[config.mk]
export PLATFORM = sky130hd
export DESIGN_NAME = writeback_sequencer
export DESIGN_NICKNAME = d
export VERILOG_FILES = /design/src/rtl/wb_pkg.sv /design/src/rtl/load_extender.sv /design/src/rtl/writeback_sequencer.sv
export SDC_FILE = /design/constraint.sdc
export NUM_CORES = 1
export LEC_CHECK = 0
export ABC_AREA = 0
export ABC_CLOCK_PERIOD_IN_PS = 2200
export BUFFER_PORTS_ARGS = -buffer_cell sky130_fd_sc_hd__buf_2
export CAP_MARGIN = 20
export CORE_ASPECT_RATIO = 0.6
export CORE_MARGIN = 10
export CORE_UTILIZATION = 40
export DETAILED_ROUTE_END_ITERATION = 6
export PLACE_DENSITY = 0.66
export SLEW_MARGIN = 30
export SYNTH_ARGS = -nofsm -noshare
export SYNTH_HDL_FRONTEND = slang
export SYNTH_SLANG_ARGS = --single-unit
[constraint.sdc]
create_clock -name clk -period 2.2 [get_ports clk]
set_input_delay 0.44 -clock clk [delete_from_list [all_inputs] [get_ports clk]]
set_output_delay 0.44 -clock clk [all_outputs]
set_load 0.05 [all_outputs]
[src/rtl/wb_pkg.sv]
// wb_pkg: shared kind, register-write, load-size and state encodings for the writeback stage
package wb_pkg;
  typedef enum logic [1:0] {KIND_ALU = 2'b00, KIND_LOAD = 2'b01, KIND_LINK = 2'b10, KIND_NOWRITE = 2'b11} kind_t;
  typedef enum logic [1:0] {RW_NONE = 2'b00, RW_LINK = 2'b01, RW_REG1 = 2'b10, RW_REG2 = 2'b11} rw_t;
  typedef enum logic [1:0] {SZ_BYTE = 2'b00, SZ_HALF = 2'b01, SZ_WORD = 2'b10} size_t;
  typedef enum logic [1:0] {ST_IDLE = 2'b00, ST_LD_WAIT = 2'b01, ST_WRITE = 2'b10} state_t;
endpackage

[src/rtl/load_extender.sv]
// load_extender: little-endian lane select plus sign/zero extension of a loaded word
module load_extender
  import wb_pkg::*;
#(
  parameter int DATA_W = 32
) (
  input  logic [1:0]        addr,
  input  logic [1:0]        size,
  input  logic              sgn,
  input  logic [DATA_W-1:0] rdata,
  output logic [DATA_W-1:0] value
);
  logic [7:0]  b;
  logic [15:0] h;
  always_comb begin
    b = rdata[{addr, 3'b000} +: 8];
    h = rdata[{addr[1], 4'b0000} +: 16];
    value = size == SZ_BYTE ? {{(DATA_W-8){sgn & b[7]}}, b} :
            size == SZ_HALF ? {{(DATA_W-16){sgn & h[15]}}, h} : rdata;
  end
endmodule

[src/rtl/writeback_sequencer.sv]
// writeback_sequencer: registered writeback stage with single-outstanding load sequencing
// Optional WB_LOAD_TIMEOUT_EN aborts a load after LOAD_TIMEOUT LD_WAIT cycles with an ld_err pulse.
module writeback_sequencer
  import wb_pkg::*;
#(
  parameter int DATA_W       = 32,
  parameter int LOAD_TIMEOUT = 16
) (
  input  logic              clk,
  input  logic              rst,
  input  logic              in_valid,
  output logic              in_ready,
  input  logic [1:0]        in_kind,
  input  logic              in_dst,
  input  logic [DATA_W-1:0] in_data,
  input  logic [1:0]        in_ld_size,
  input  logic              in_ld_signed,
  output logic              mem_req,
  output logic [DATA_W-1:0] mem_addr,
  input  logic              mem_rvalid,
  input  logic [DATA_W-1:0] mem_rdata,
  output logic [1:0]        reg_write,
  output logic [DATA_W-1:0] data_write,
  output logic              busy,
  output logic              ld_err
);
  state_t            state, state_n;
  logic [1:0]        rw_n, l_lo, l_lo_n, l_size, l_size_n;
  logic              l_sgn, l_sgn_n, l_dst, l_dst_n, req_n, err_n, timeout;
  logic [DATA_W-1:0] data_n, addr_n, ext;
  load_extender #(.DATA_W(DATA_W)) u_ext (
    .addr(l_lo), .size(l_size), .sgn(l_sgn), .rdata(mem_rdata), .value(ext)
  );
`ifdef WB_LOAD_TIMEOUT_EN
  localparam int CW = $clog2(LOAD_TIMEOUT + 1);
  logic [CW-1:0] cnt;
  always_ff @(posedge clk)
    cnt <= (!rst || state != ST_LD_WAIT) ? '0 : cnt + 1'b1;
  assign timeout = cnt == CW'(LOAD_TIMEOUT - 1);
`else
  assign timeout = 1'b0;
`endif
  assign in_ready = state != ST_LD_WAIT;
  assign busy     = state != ST_IDLE;
  always_comb begin
    state_n  = ST_IDLE;
    rw_n     = RW_NONE;
    data_n   = data_write;
    addr_n   = mem_addr;
    req_n    = 1'b0;
    err_n    = 1'b0;
    l_lo_n   = l_lo;
    l_size_n = l_size;
    l_sgn_n  = l_sgn;
    l_dst_n  = l_dst;
    if (state == ST_LD_WAIT) begin
      state_n = mem_rvalid ? ST_WRITE : timeout ? ST_IDLE : ST_LD_WAIT;
      rw_n    = mem_rvalid ? (l_dst ? RW_REG2 : RW_REG1) : RW_NONE;
      data_n  = mem_rvalid ? ext : data_write;
      err_n   = !mem_rvalid && timeout;
    end else if (in_valid) begin
      if (in_kind == KIND_LOAD) begin
        state_n  = ST_LD_WAIT;
        req_n    = 1'b1;
        addr_n   = {in_data[DATA_W-1:2], 2'b00};
        l_lo_n   = in_data[1:0];
        l_size_n = in_ld_size;
        l_sgn_n  = in_ld_signed;
        l_dst_n  = in_dst;
      end else if (in_kind != KIND_NOWRITE) begin
        state_n = ST_WRITE;
        rw_n    = in_kind == KIND_LINK ? RW_LINK : (in_dst ? RW_REG2 : RW_REG1);
        data_n  = in_kind == KIND_LINK ? in_data + DATA_W'(4) : in_data;
      end
    end
  end
  always_ff @(posedge clk) begin
    if (!rst) begin
      state      <= ST_IDLE;
      reg_write  <= RW_NONE;
      data_write <= '0;
      mem_req    <= 1'b0;
      mem_addr   <= '0;
      ld_err     <= 1'b0;
      l_lo       <= '0;
      l_size     <= '0;
      l_sgn      <= 1'b0;
      l_dst      <= 1'b0;
    end else begin
      state      <= state_n;
      reg_write  <= rw_n;
      data_write <= data_n;
      mem_req    <= req_n;
      mem_addr   <= addr_n;
      ld_err     <= err_n;
      l_lo       <= l_lo_n;
      l_size     <= l_size_n;
      l_sgn      <= l_sgn_n;
      l_dst      <= l_dst_n;
    end
  end
endmodule
==> flow_summary.toml, run 1 <==
[status]
status = "finished clean"

[drt]
drc = 0
wire_per_inst_um = 21.1
dr.first_iter.drc_count = 467
viasPerCell = 5.84
drtPass1Iterations = 5
ant_nets = 0
vias = 4622
routed_wl_um = 16700

[final_layout]
syn2layout_area_growth_pct = 29.2
drive_above_1_share_pct = 32.6
n_fill_cell = 976
diodes = 0
final-seq-area_um2 = 1460
finalInstanceArea_um2 = 5470
finalNonFillerCells = 791
nets = 726
multi_input_area_um2 = 2560

[floorplanning]
io_pins = 144
die-height_um = 99.7
dieWidth_um = 153
dieArea_um2 = 15200
placeableCoreArea_um2 = 10100
initial_utilization_pct = 41.9
rows = 28

[sta]
fin_skew_ps = 7.43
fmax_mhz = 513
rsz0062_at_grt = "no"
fin_crit_sh_pct = 88.7
hold_viol = 0
drv_slew = 0
slew_headroom_pct = 60.0
setup_viol = 0
fin_ws_ps = 249
setup_tns_ps = 0
period_needed_ps = 1950
tightest_slew_ps = 593

[clock_tree]
root_buffer = "clkbuf_16"
ctsHoldBuffers = 0
cts_setup_buffers = 0
numClockSinks = 73
clk_latency_ps = 340
cts_tree = "built"
cts_buffers = 9
clock_path_buffers = 2
clk_pin_slew_ps = 60
htreeDepth = 3

[global_routing]
grt_pass1_vias = 4432
grt_pass1_wl_um = 25700
grt_max_degree = 49
antenna_found_initial = 1
grt.total_usage_pct = 21.0
overflow = 0

[worst_hold_path]
worst_hold_path.endpoint = "l_size[1]$_SDFFE_PN0P_"
min_from = "in_ld_size[1]"
hp-class = "in -> reg"
whs_path_depth = 3

[setup_path]
critical_path.startpoint = "state[0]$_SDFF_PN0_"
cp.required_ps = 1760
endpoint_kind = "output port"
r2r_cells = 6
r2r_setup_slack_ps = 280
cp_max_fo = 13
timing.rr.end = "data_write[14]$_SDFFE_PN0P_"
crit_type = "reg -> out"
r2r-start = "l_lo[1]$_SDFFE_PN0P_"
crit_path_start_kind = "register"
critPathArrivalTime_ps = 1510

[synth]
ys_seq_area_share_pct = 34.5
synthCells = 509
synth_compound_area_share_pct = 27.7
synth_edf_count = 0
avgSynthCellArea_um2 = 8.31
synth.ff_latch_count = 73
yosys-top-cells-count = "113 x nand2_1, 73 x dfxtp_1, 34 x clkbuf_1"
synth_area_leaders = "dfxtp_1 35%, nand2_1 10%, a21boi_0 5.7%"
synth_top_cell_by_area = "dfxtp_1"
netlist_area_um2 = 4230
synth-simple-area-share_pct = 22.2
synth_cell_types = 61
synthMuxAreaShare_pct = 5.47
synth-adder-area-share_pct = 0.296
synth_top_cell_area_share_pct = 34.5
yosys.cell_count.top_type = "nand2_1"
synth_top_family_by_area = "compound AO/OA/AOI/OAI gates"
yosysWarnings = 0
synthFlopType = "dfxtp_1"
synthArstFlopShare_pct = 0
synth_xor_area_share_pct = 4.55

[power]
max-vdd-ir-drop_uv = 414
p_leak_uw = 0.00231
power_density_nw_per_um2 = 682
power_uw = 3730

[flow_run]
drv_cap = 0

[place]
dpl-instance-area_um2 = 5180
place.gp.congestion = 0.961
portBuffers = 140
post-place-ws_ps = 141
dpl.hpwl_um = 13100
place_inst = 775
per-stage QoR:
stage,util [%],hold WS [ps]
2_1_floorplan,-,444
3_3_place_gp,51.3,437
3_5_place_dp,51.3,446
4_1_cts,54.2,342
5_1_grt,54.2,349
6_report,54.2,344
sequential cells by signal, summed over array words and instances (netlist names):
name        count
l_lo            2
mem_req         1
l_dst           1
l_size          2
l_sgn           1
data_write     32
reg_write       2
mem_addr       30
state           2
repair_timing:
item	in CTS	in global routing
gates resized for setup	0	1
endpoints found under the setup margin	0	1
hold endpoints to repair	0	0
worst max-delay path by stage:
| stage | end | slack [ps] |
|---|---|---|
| global route | in_ready | 130 |
| global placement | data_write[30]$_SDFFE_PN0P_ | 150 |
| finish | in_ready | 250 |
| floorplan | data_write[31]$_SDFFE_PN0P_ | 270 |
| CTS | in_ready | 80 |
| detailed placement | data_write[30]$_SDFFE_PN0P_ | 140 |
cell families after synthesis:
| family | after synthesis |
|---|---|
| and+or+nand+nor | 190 |
| AOI/OAI and AO/OA | 158 |
| DFF | 73 |
| buffers and inverters | 51 |
| xor gates and xnor gates | 22 |
| muxes | 13 |
| adders and majority gates | 1 |
| other | 1 |
worst max-delay path, cell delays in order (launching register included):
cell and delay (ps):
dfxtp_1 350, nor2b_1 250, inv_2 130, buf_4 210, buf_2 230
placed cells by master (no fill, tap or decap), drive strengths merged, types with 6 or more instances in the layout:
cell,netlist,layout
a22oi,12,12
nand3,8,8
a21boi,46,46
nor3,7,7
o21ai,18,18
nor2,14,14
xnor2,10,10
dfxtp,73,73
clkbuf,34,10
a22o,11,11
a221oi,16,16
a21oi,12,12
inv,7,8
nor2b,6,6
and2,6,6
o211ai,9,9
mux4,8,8
nand4,18,18
buf,9,172
nand2,113,113
xor2,12,12
metal layers:
| layer | global-route usage (%) | vias to the layer above | routed length [µm] |
|---|---|---|---|
| li1 | - | 2129 | - |
| met1 | 30.5 | 2186 | 8010 |
| met2 | 28.7 | 288 | 6470 |
| met3 | 7.78 | 17 | 2110 |
| met4 | 3.58 | 2 | 112 |
| met5 | 0 | - | 7 |
area by class of cell:
class | instances | share of cell area (%)
clock buffers | 10 | 4.19
clock inverters | 6 | 1.08
inverters | 8 | 0.549
multi-input cells | 387 | 46.9
flip-flops and latches | 73 | 26.7
well taps | 135 | 3.09
repair buffers | 172 | 17.4
power breakdown:
group          internal, µW  total, µW  leakage [µW]  switching, µW
Combinational           264        842       0.00157            579
Clock                   872       1460      0.000146            585
Sequential             1390       1430      0.000596           39.1
Total                  2530       3730       0.00231           1200
(Power assumes the default switching activity.)
==> run 2: changes to the inputs <==
--- a/config.mk
+++ b/config.mk
@@ -6,7 +6,7 @@
 export NUM_CORES = 1
 export LEC_CHECK = 0
 export ABC_AREA = 0
-export ABC_CLOCK_PERIOD_IN_PS = 2200
+export ABC_CLOCK_PERIOD_IN_PS = 2400
 export BUFFER_PORTS_ARGS = -buffer_cell sky130_fd_sc_hd__buf_2
 export CAP_MARGIN = 20
 export CORE_ASPECT_RATIO = 0.6
==> constraint.sdc (replaced) <==
create_clock -name clk -period 2.4 [get_ports clk]
set_input_delay 0.48 -clock clk [delete_from_list [all_inputs] [get_ports clk]]
set_output_delay 0.48 -clock clk [all_outputs]
set_load 0.05 [all_outputs]
==> run 2 against run 1 <==
Utilization is 0.41 points higher. Clock skew is 1.2 ps lower. Sequential power is 8% lower. Combinational power is 8.0% lower. Via count is 1.0% lower. Sequential share of layout area is 0.20 points lower. Hold slack better by 45 ps. Clock power is 5% higher. Power is 2.6% lower. Final area is 0.76% higher. Die area stayed put. Worst setup slack worse by 52 ps. Critical path type unchanged. Largest cell class unchanged.
==> flow_summary.toml, run 2 (same netlist as run 1, synthesis figures left out) <==
[global_routing]
grt_pass1_wl_um = 26100
overflow = 0
grt_pass1_vias = 4428
grt.total_usage_pct = 21.3
grt_max_degree = 37
antenna_found_initial = 1

[setup_path]
r2r_setup_slack_ps = 460
path_cells = "nor2b_1 -> buf_4 -> clkinv_1 -> buf_4 -> buf_2"
cp_max_fo = 11
cpMostUsedCell = "buf_4"
crit_type = "reg -> out"
endpoint_kind = "output port"
cp_top_family = "buffers and inverters"
cpPeakStageDelay_ps = 350
path_buf_inv = 4
r2r-start = "state[0]$_SDFF_PN0_"
critPathArrivalTime_ps = 1720
cp.required_ps = 1920
crit_path_start_kind = "register"
r2r_cells = 8
slowest_stage = "dfxtp_1"
timing.rr.end = "data_write[31]$_SDFFE_PN0P_"

[sta]
hold_viol = 0
drv_slew = 0
fin_crit_sh_pct = 91.8
period_needed_ps = 2200
slew_headroom_pct = 61.8
rsz0062_at_grt = "no"
fin_skew_ps = 6.23
tightest_slew_ps = 567
setup_tns_ps = 0
fin_ws_ps = 197
setup_viol = 0
fmax_mhz = 454

[floorplanning]
initial_utilization_pct = 41.9
dieWidth_um = 153
dieArea_um2 = 15200
io_pins = 144
placeableCoreArea_um2 = 10100
rows = 28
die-height_um = 99.7

[power]
clkPwrFrac_pct = 42.5
p_sw_uw = 1110
switching_share_pct = 30.5
power_uw = 3630
max-vdd-ir-drop_uv = 351
power_density_nw_per_um2 = 659
power_frac_seq_pct = 36.1
p_comb_share_pct = 21.3
p_leak_uw = 0.00231
p_int_uw = 2520

[place]
place.gp.congestion = 0.935
post-place-ws_ps = 227
dpl.hpwl_um = 13300
portBuffers = 140

[final_layout]
final_common_cell = "buf_2"
final-seq-area_um2 = 1460
largest_reg_flops = 32
syn2layout_area_growth_pct = 30.2
drive_above_1_share_pct = 32.2
n_fill_cell = 975
largest-register = "data_write"
diodes = 0
nets = 724
final_cell_mix = "140 x buf_2, 113 x nand2_1, 73 x dfxtp_1, 32 x a21boi_0, 28 x buf_4"
reg_top3 = "data_write: 32 flops, mem_addr: 30 flops"
multi_input_area_um2 = 2560

[clock_tree]
root_buffer = "clkbuf_16"
ctsHoldBuffers = 0
clock_path_buffers = 2
clk_latency_ps = 340
cts_resized = 0
cts_setup_buffers = 0
cts_buffers = 9
cts_tree = "built"
numClockSinks = 73
htreeDepth = 3
clk_pin_slew_ps = 60

[drt]
routed_wl_um = 16700
drc = 0
wire_per_inst_um = 21.2
vias = 4574
drtPass1Iterations = 5
dr.first_iter.drc_count = 519
viasPerCell = 5.81
ant_nets = 0

[worst_hold_path]
hp-class = "in -> reg"
worst_hold_path.endpoint = "mem_addr[20]$_SDFFE_PN0P_"
min_from = "in_data[20]"
whs_path_depth = 3

[flow_run]
drv_cap = 0

[status]
status = "finished clean"
run 2: tightest hold or removal path, cell delays in order:
cell and delay (ps):
buf_2 100, nand2_1 50, a21boi_1 50
run 2: area by class of cell:
type / count / share of cell area [%]
Timing Repair Buffer: 170 / 17.3
Sequential cell: 73 / 26.5
Tap cell: 135 / 3.07
Clock buffer: 9 / 4.09
Inverter: 8 / 0.545
Multi-Input combinational cell: 387 / 46.6
Clock inverter: 5 / 1.93
run 2: worst max path at each step:
stage | to | startpoint | cells after the start | slack (ps)
global route | in_ready | state[0]$_SDFF_PN0_ | 5 | 110
finish | in_ready | state[0]$_SDFF_PN0_ | 5 | 200
floorplan | data_write[31]$_SDFFE_PN0P_ | in_data[12] | 6 | 430
detailed placement | data_write[23]$_SDFFE_PN0P_ | in_kind[0] | 7 | 230
CTS | in_ready | state[0]$_SDFF_PN0_ | 5 | 220
global placement | data_write[12]$_SDFFE_PN0P_ | in_data[2] | 7 | 280
run 2: metal layers:
layer | GRT usage [%] | part of all wire, % | wire length [µm]
met3 | 8.90 | 12 | 2050
met4 | 3.28 | 0.65 | 109
met5 | 0 | 0.042 | 7
met1 | 30.3 | 48 | 7980
met2 | 29.6 | 39 | 6560
run 2: power groups by stage:
stage                     combinational [µW]  sequential, µW  clock [µW]
after floorplan                          289            1530           0
after global placement                   758            1330           0
after detailed placement                 765            1340           0
after CTS                                767            1310        1560
after global routing                     827            1320        1610
final                                    775            1310        1540
run 2: stage by stage:
stage / utilization [%] / hold slack (ps) / std cells / cell area [µm²]
global route: 54.6 / 396 / 787 / 5510
detailed placement: 51.3 / 443 / 773 / 5180
global placement: 51.3 / 438 / 773 / 5180
CTS: 54.6 / 385 / 787 / 5510
floorplan: - / 444 / 511 / 4240
finish: 54.6 / 389 / 787 / 5510
